$ cat src/rtl/dff_bank_arbiter_if.sv
// Requester-side bus of the round-robin register-bank arbiter: write requests,
// grant/write status and the shared read port.
interface dff_bank_arbiter_if #(
    parameter int NREQ  = 4,
    parameter int WIDTH = 8,
    parameter int AW    = 2
);
    logic [NREQ-1:0]       req;
    logic [NREQ*AW-1:0]    req_addr;
    logic [NREQ*WIDTH-1:0] req_data;
    logic                  clr;
    logic [NREQ-1:0]       gnt;
    logic                  wr_valid;
    logic [AW-1:0]         wr_addr;
    logic [AW-1:0]         rd_addr;
    logic [WIDTH-1:0]      rd_data;

    modport master (
        output req, req_addr, req_data, clr, rd_addr,
        input  gnt, wr_valid, wr_addr, rd_data
    );

    modport slave (
        input  req, req_addr, req_data, clr, rd_addr,
        output gnt, wr_valid, wr_addr, rd_data
    );
endinterface

$ cat src/rtl/dff_bank_arbiter.sv
// Round-robin write arbiter in front of a DEPTH x WIDTH flip-flop bank with one
// combinational read port; at most one write per cycle.
module dff_bank_arbiter #(
    parameter int NREQ  = 4,
    parameter int WIDTH = 8,
    parameter int DEPTH = 4,
    parameter int AW    = 2
) (
    input logic               clk,
    input logic               rst,
    dff_bank_arbiter_if.slave bus
);
    localparam int PW = (NREQ > 1) ? $clog2(NREQ) : 1;

    logic [WIDTH-1:0] bank [DEPTH];
    logic [PW-1:0]    ptr_p1;
    logic [NREQ-1:0]  gnt_p1;
    logic             wr_valid_p1;
    logic [AW-1:0]    wr_addr_p1;

    logic [NREQ-1:0]  elig_p0;
    logic             found_p0;
    logic [PW-1:0]    win_p0;
    logic [PW-1:0]    ptr_nxt_p0;
    logic [NREQ-1:0]  onehot_p0;
    logic [AW-1:0]    win_addr_p0;
    logic [WIDTH-1:0] win_data_p0;
    logic [WIDTH-1:0] rd_data_c;

    // Stage p0: a requester granted last cycle sits out one cycle
    assign elig_p0 = bus.req & ~gnt_p1;

    always_comb begin
        int idx;
        idx      = 0;
        found_p0 = 1'b0;
        win_p0   = '0;
        for (int k = 0; k < NREQ; k++) begin
            idx = int'(ptr_p1) + k;
            if (idx >= NREQ) idx = idx - NREQ;
            if (!found_p0 && elig_p0[PW'(idx)]) begin
                found_p0 = 1'b1;
                win_p0   = PW'(idx);
            end
        end
    end

    always_comb begin
        onehot_p0         = '0;
        onehot_p0[win_p0] = 1'b1;
    end

    assign ptr_nxt_p0  = (int'(win_p0) == NREQ - 1) ? '0 : win_p0 + 1'b1;
    assign win_addr_p0 = bus.req_addr[int'(win_p0)*AW +: AW];
    assign win_data_p0 = bus.req_data[int'(win_p0)*WIDTH +: WIDTH];

    // Stage p1: bank update and registered write status
    always_ff @(posedge clk or negedge rst) begin
        if (!rst) begin
            for (int i = 0; i < DEPTH; i++) bank[i] <= '0;
            ptr_p1      <= '0;
            gnt_p1      <= '0;
            wr_valid_p1 <= 1'b0;
            wr_addr_p1  <= '0;
        end else if (bus.clr) begin
            for (int i = 0; i < DEPTH; i++) bank[i] <= '0;
            gnt_p1      <= '0;
            wr_valid_p1 <= 1'b0;
        end else if (found_p0) begin
            // Out-of-range addresses fall through the loop and leave the bank alone
            for (int i = 0; i < DEPTH; i++) begin
                if (int'(win_addr_p0) == i) bank[i] <= win_data_p0;
            end
            gnt_p1      <= onehot_p0;
            wr_valid_p1 <= 1'b1;
            wr_addr_p1  <= win_addr_p0;
            ptr_p1      <= ptr_nxt_p0;
        end else begin
            gnt_p1      <= '0;
            wr_valid_p1 <= 1'b0;
        end
    end

    always_comb begin
        rd_data_c = '0;
        for (int i = 0; i < DEPTH; i++) begin
            if (int'(bus.rd_addr) == i) rd_data_c = bank[i];
        end
    end

    assign bus.gnt      = gnt_p1;
    assign bus.wr_valid = wr_valid_p1;
    assign bus.wr_addr  = wr_addr_p1;
    assign bus.rd_data  = rd_data_c;
endmodule

$ cat src/flat_wrapper.sv
// flat-port wrapper written by rule: the top's interface ports become plain ports
module dff_bank_arbiter_flat 
#(
    parameter int NREQ  = 4,
    parameter int WIDTH = 8,
    parameter int DEPTH = 4,
    parameter int AW    = 2
)
  (clk, rst, bus_req, bus_req_addr, bus_req_data, bus_clr, bus_rd_addr, bus_gnt, bus_wr_valid, bus_wr_addr, bus_rd_data);
  dff_bank_arbiter_if #(.NREQ(NREQ), .WIDTH(WIDTH), .AW(AW)) bus_i ();
  input logic clk;
  input logic rst;
  input wire logic [$bits(bus_i.req)-1:0] bus_req;
  input wire logic [$bits(bus_i.req_addr)-1:0] bus_req_addr;
  input wire logic [$bits(bus_i.req_data)-1:0] bus_req_data;
  input wire logic [$bits(bus_i.clr)-1:0] bus_clr;
  input wire logic [$bits(bus_i.rd_addr)-1:0] bus_rd_addr;
  output wire logic [$bits(bus_i.gnt)-1:0] bus_gnt;
  output wire logic [$bits(bus_i.wr_valid)-1:0] bus_wr_valid;
  output wire logic [$bits(bus_i.wr_addr)-1:0] bus_wr_addr;
  output wire logic [$bits(bus_i.rd_data)-1:0] bus_rd_data;
  assign bus_i.req = bus_req;
  assign bus_i.req_addr = bus_req_addr;
  assign bus_i.req_data = bus_req_data;
  assign bus_i.clr = bus_clr;
  assign bus_i.rd_addr = bus_rd_addr;
  assign bus_gnt = bus_i.gnt;
  assign bus_wr_valid = bus_i.wr_valid;
  assign bus_wr_addr = bus_i.wr_addr;
  assign bus_rd_data = bus_i.rd_data;
  dff_bank_arbiter #(.NREQ(NREQ), .WIDTH(WIDTH), .DEPTH(DEPTH), .AW(AW)) u_core (.clk(clk), .rst(rst), .bus(bus_i));
endmodule
$ cat config.mk
export PLATFORM = sky130hd
export DESIGN_NAME = dff_bank_arbiter_flat
export DESIGN_NICKNAME = d
export VERILOG_FILES = /design/src/rtl/dff_bank_arbiter_if.sv /design/src/rtl/dff_bank_arbiter.sv /design/src/flat_wrapper.sv
export SDC_FILE = /design/constraint.sdc
export NUM_CORES = 1
export LEC_CHECK = 0
export ABC_AREA = 1
export CELL_PAD_IN_SITES_DETAIL_PLACEMENT = 0
export CELL_PAD_IN_SITES_GLOBAL_PLACEMENT = 2
export CORE_ASPECT_RATIO = 2
export CORE_MARGIN = 2
export CORE_UTILIZATION = 31
export CTS_BUF_LIST = sky130_fd_sc_hd__clkbuf_8
export DETAILED_ROUTE_END_ITERATION = 16
export PLACE_DENSITY_LB_ADDON = 0.1
export SKIP_CTS_REPAIR_TIMING = 1
export SLEW_MARGIN = 5
export SYNTH_ARGS = -nofsm -noshare
export SYNTH_HDL_FRONTEND = slang
export SYNTH_SLANG_ARGS = --single-unit
$ cat constraint.sdc
create_clock -name clk -period 4.87 [get_ports clk]
set_input_delay 0.7305 -clock clk [delete_from_list [all_inputs] [get_ports clk]]
set_output_delay 0.7305 -clock clk [all_outputs]
set_load 0.005 [all_outputs]
== Word level (Yosys, flattened, before mapping) ==
Cells that the tools add are included.
Storage, ports and cells
  bits in registers: 41
  word-level logic and storage cells: 98
Operators by class
  mux-type cells: 41
  reductions and logical operators: 19
  shift operators: 2
  bitwise logic cells: 3
  $add $sub $neg: 8
  $lt $le $gt $ge: 10
  eq/ne operators: 7
Operators with widths (count)
  32-bit two-way mux: 2
  8-bit two-way mux: 8
  32-bit by 6-bit variable part select with 8-bit output: 1
  2-bit two-way mux: 9
  2-bit by 4-bit less-than comparator with 1-bit output (second input constant): 4
  1-bit two-way mux: 15
  2-bit AND reduction: 5
  2-bit nonzero test: 5
  3-bit >= comparator (second input constant): 3
  1-bit binary-select mux with 2-bit select: 4
  2-bit equality test (second input constant): 4
  4-bit two-way mux: 2
  8-bit by 4-bit variable part select with 2-bit output: 1
  2-bit by 1-bit subtractor with 2-bit output (second input constant): 4
  2-bit by 2-bit adder with 3-bit output (second input constant): 2
  2-bit by 1-bit equality test with 1-bit output (second input constant): 3
  4-bit AND: 1
  1-bit logical AND: 4
  2-bit logical NOT: 2
  4-bit NOT: 1
  2-bit by 1-bit adder with 3-bit output (second input constant): 1
  2-bit by 3-bit >= comparator with 1-bit output (second input constant): 1
  1-bit logical NOT: 3
  2-bit by 3-bit less-than comparator with 1-bit output (second input constant): 1
  4 further kinds: 4

== Longest topological paths before layout ==
  depth after elaboration: 21
  mapped depth: 18

== Least setup slack after synthesis ==
No wires, ideal clock.
  path type: in2out
  from: in bus_rd_addr[0]
  to: out bus_rd_data[2]
  slack: 2623 ps
  data arrival time: 1517 ps
  path buffers: 1
  cell stages on the path: 5
  required time: 4140 ps
  cell sequence: clkbuf_1 nand2_1 inv_1 a221oi_1 a21oi_1
On the way
  word-level cells in the longest chain between the ends: 5
  elaborated cells between the ends (all ways): 8
  those cells by class: 3 x eq/ne; 4 x mux; 1 x reduce/logical
Ends and longest elaborated chain
  start: declaration: line flat_wrapper.sv:17  | input wire logic [$bits(bus_i.rd_addr)-1:0] bus_rd_addr;
  2-bit logical NOT: line dff_bank_arbiter.sv:87  | if (int'(bus.rd_addr) == i) rd_data_c = bank[i];
  8-bit two-way mux (3 in series): line dff_bank_arbiter.sv:87
  8-bit two-way mux (*): line dff_bank_arbiter.sv:87
  end: declaration: line flat_wrapper.sv:21  | output wire logic [$bits(bus_i.rd_data)-1:0] bus_rd_data;
Every way passes the cells marked *; elsewhere a longest branch is shown, timed or not.

== Worst setup path in the final report ==
  from: in bus_rd_addr[0]
  to: out bus_rd_data[4]
Same word-level chain as after synthesis.

==> impl_metrics.csv <==
group,metric,value,unit
global_routing,grt_util_all_layers,19.3,%
timing,fin_setup_tns,0,ns
timing,fmax,279,MHz
yosys,synth_cells,392,
critical_path,cpPeakStageDelay,0.62,ns
critical_path,cp-end-kind,"output port",
yosys,yosys_warnings,0,
cells_and_area,nets,503,
power_and_ir_drop,p_per_area,782,nW/um2
routing,wl,9040,um
power_and_ir_drop,p_sw_share,59.0,%
critical_path,crit_type,"in2out",
cells_and_area,final_common_cell,"nand2_1",
critical_path,crit_path_end,"bus_rd_data[4]",
cells_and_area,area_delta_synth_final,26.9,%
timing,maxSlewHeadroom,30.6,%
floorplanning,io_pins,64,
critical_path,crit_arrival,2.85,ns
cts,cts_tree,"yes",
run,maxCapViolations,0,
timing,skew,0.00875,ns
power_and_ir_drop,leakagePower,1.76,nW
timing,post-route-period-util,73.5,%
floorplanning,initial_core_util,31.7,%
yosys,yosysSeqAreaShare,36.4,%
timing,hold_slack,0.501,ns
global_routing,grt_max_degree,42,
timing,finalMaxSlewViolations,0,
critical_path,slowest_stage,"clkdlybuf4s50_1",
cells_and_area,drive_above_1_share,13.3,%
critical_path,rr_startpoint,"u_core.ptr_p1[0]",
power_and_ir_drop,power_frac_clock,8.1,%
timing,period_minus_slack,3.58,ns
power_and_ir_drop,seq_power_share,17.8,%
cells_and_area,layoutNonFillerInstCount,553,
floorplanning,core,8890,um2
cts,htree_levels,2,
cts,cts.path.max_buffers,2,
floorplanning,die_area,9910,um2
cells_and_area,multi_input_area,1600,um2
placement,port_buffers,63,
cells_and_area,diodes,0,
critical_path,crit_family,"buffers and inverters",
cells_and_area,layout_common_cells,"nand2_1 (157), nand3_1 (67), clkdlybuf4s50_1 (62)",
critical_path,reg2reg_depth,15,
routing,wl_per_cell,16.3,um
outcome,outcome,"completed",
global_routing,grt_overflow,0,
timing,max_slew.worst_pin.slew,1.04,ns
routing,initialDrtViolationCount,155,
routing,vias,2749,
routing,drc,0,
global_routing,antenna_found_initial,0,
cts,clock_sinks,41,
power_and_ir_drop,p_sw,1.65,mW
cts,clkLatencyLatePin,0.31,ns
critical_path,reg2reg_to,"u_core.bank[8]",
yosys,ys_ff_latch,41,
yosys,synth_cell_types,28,
power_and_ir_drop,p_comb_share,74.1,%
yosys,netlist_area,2820,um2
critical_path,path_buf_inv,2,
critical_path,crit_chain,"clkdlybuf4s50_1, nor2_1, a221oi_1, a21oi_1, clkdlybuf4s50_1",
critical_path,reg2reg_slack,1.97,ns
critical_path,crit_top_cell,"clkdlybuf4s50_1",
floorplanning,die_h,139,um
routing,drt_first_pass_iters,4,
placement,hpwl,7170,um
floorplanning,rows,49,
placement,routabilityCongestion,0.838,
global_routing,grt_pass1_vias,2904,
critical_path,crit_start,"bus_rd_addr[0]",
cells_and_area,fillers,968,
yosys,synth_nets,445,
cts,ctsRootBufferMaster,"clkbuf_8",
global_routing,grt_pass1_wl,14900,um
cts,cts.reportedPaths.clkPinSlew,0.08,ns
floorplanning,die_x,71.4,um
critical_path,cp.depth,5,
critical_path,worstSetupStartpointType,"input port",
critical_path,crit_path_max_fanout,11,
timing,finalHoldViolations,0,
cells_and_area,seq_area,1030,um2
yosys,syn-mean-instance-area,7.19,um2
timing,rsz0062_at_grt,"no",
power_and_ir_drop,p_int,1.15,mW
power_and_ir_drop,peakVddDrop,507,uV
timing,setup_viol,0,
worst_hold_path,min-delay-path-class,"reg2reg",
routing,ant_nets,0,
routing,via_per_inst,4.97,
placement,dpl.cell_count,545,
cts,cts_inserted_buffers,5,
critical_path,worstPathRequired,4.14,ns
-- per-layer routing --
layer | wire length (um) | vias to the layer above | track usage [%]
li1 | - | 1388 | -
met1 | 3260 | 1274 | 20.4
met2 | 5210 | 69 | 37.1
met3 | 249 | 18 | 1.60
met4 | 312 | 0 | 8.34
met5 | 0 | - | 0
-- cell families (layout without fill, tap and decap cells) --
kind of cell             Yosys count  after routing  share of synthesized area [%]
AND/OR/NAND/NOR                  290            290                           50.5
flip-flops                        41             41                           36.4
buffers and inverters             39             98                           6.66
AO/OA/AOI/OAI                     18             18                           4.66
adder cells (fa/ha/maj)            4              4                           1.78
-- synth_stat cells --
| cell | instances | area [um2] |
|---|---|---|
| nand2_2 | 16 | 100 |
| clkbuf_1 | 1 | 3.75 |
| o21ai_0 | 4 | 20.0 |
| buf_2 | 2 | 10.0 |
| nor2_2 | 2 | 12.5 |
| nand3_1 | 67 | 335 |
| nor2_4 | 5 | 56.3 |
| a21oi_2 | 8 | 70.1 |
| nor2_8 | 1 | 20.0 |
| nand2_1 | 157 | 589 |
| clkinv_4 | 1 | 8.76 |
| inv_2 | 3 | 11.3 |
| nand2_4 | 4 | 45.0 |
| nand3_2 | 10 | 100 |
| nand4_1 | 7 | 43.8 |
| nand4_2 | 1 | 12.5 |
| a21oi_1 | 3 | 15.0 |
| and2_1 | 1 | 6.26 |
| ha_1 | 4 | 50.1 |
| buf_4 | 1 | 7.51 |
| dfrtp_1 | 41 | 1030 |
| nor2_1 | 11 | 41.3 |
| buf_6 | 4 | 45.0 |
| nand3b_1 | 8 | 60.1 |
| inv_1 | 22 | 82.6 |
| clkinv_1 | 1 | 3.75 |
| a221oi_1 | 3 | 26.3 |
| buf_1 | 4 | 15.0 |
-- power by group through the flow --
stage	Combinational (mW)	Clock (mW)	Sequential [mW]
after detailed placement	2.11	0	0.505
after CTS	2.12	0.233	0.500
after global placement	2.10	0	0.506
after global routing	2.33	0.242	0.509
final	2.07	0.226	0.498
after floorplan	1.59	0	0.478
-- layout make-up --
type                       instances  share of cell area, %
multi-input combinational        312                   44.9
sequential                        41                   28.7
inverter                          27                   2.97
tap                              102                   3.57
clock inverter                     3                  0.490
clock buffer                       5                   1.92
timing repair buffer              63                   17.5
-- how the worst min path moves through the flow --
stage	startpoint	to	slack (ns)	cells past startpoint
after floorplan	rst	u_core.bank[0]	0.43	0
after global placement	u_core.bus.wr_addr[0]	u_core.bus.wr_addr[0]	0.49	2
after detailed placement	u_core.bus.wr_addr[0]	u_core.bus.wr_addr[0]	0.48	2
after CTS	u_core.bus.wr_addr[0]	u_core.bus.wr_addr[0]	0.50	2
after global routing	u_core.bank[19]	u_core.bank[19]	0.53	2
final	u_core.bus.wr_addr[0]	u_core.bus.wr_addr[0]	0.50	2
-- per-stage QoR --
step	total power, mW	instance area, um2	utilization (%)	setup slack, ns
2_1_floorplan	2.07	2820	-	2.62
3_3_place_gp	2.61	3490	39.3	1.26
3_5_place_dp	2.62	3490	39.3	1.29
6_report	2.80	3580	40.2	1.29
5_1_grt	3.08	3580	40.2	1.16
4_1_cts	2.85	3580	40.2	1.28
-- registers in the layout, summed over array words and instances, names as in the netlist --
name	cells
u_core.bank	32
u_core.bus.gnt	4
u_core.bus.wr_addr	2
u_core.ptr_p1	2
u_core.bus.wr_valid	1
-- tightest hold or removal path, delay by kind of cell (launching register included) --
kind / cells / cell delay [ns]
flops: 1 / 0.36
compound gates: 1 / 0.06
simple gates: 1 / 0.05
(Power assumes the default switching activity.)
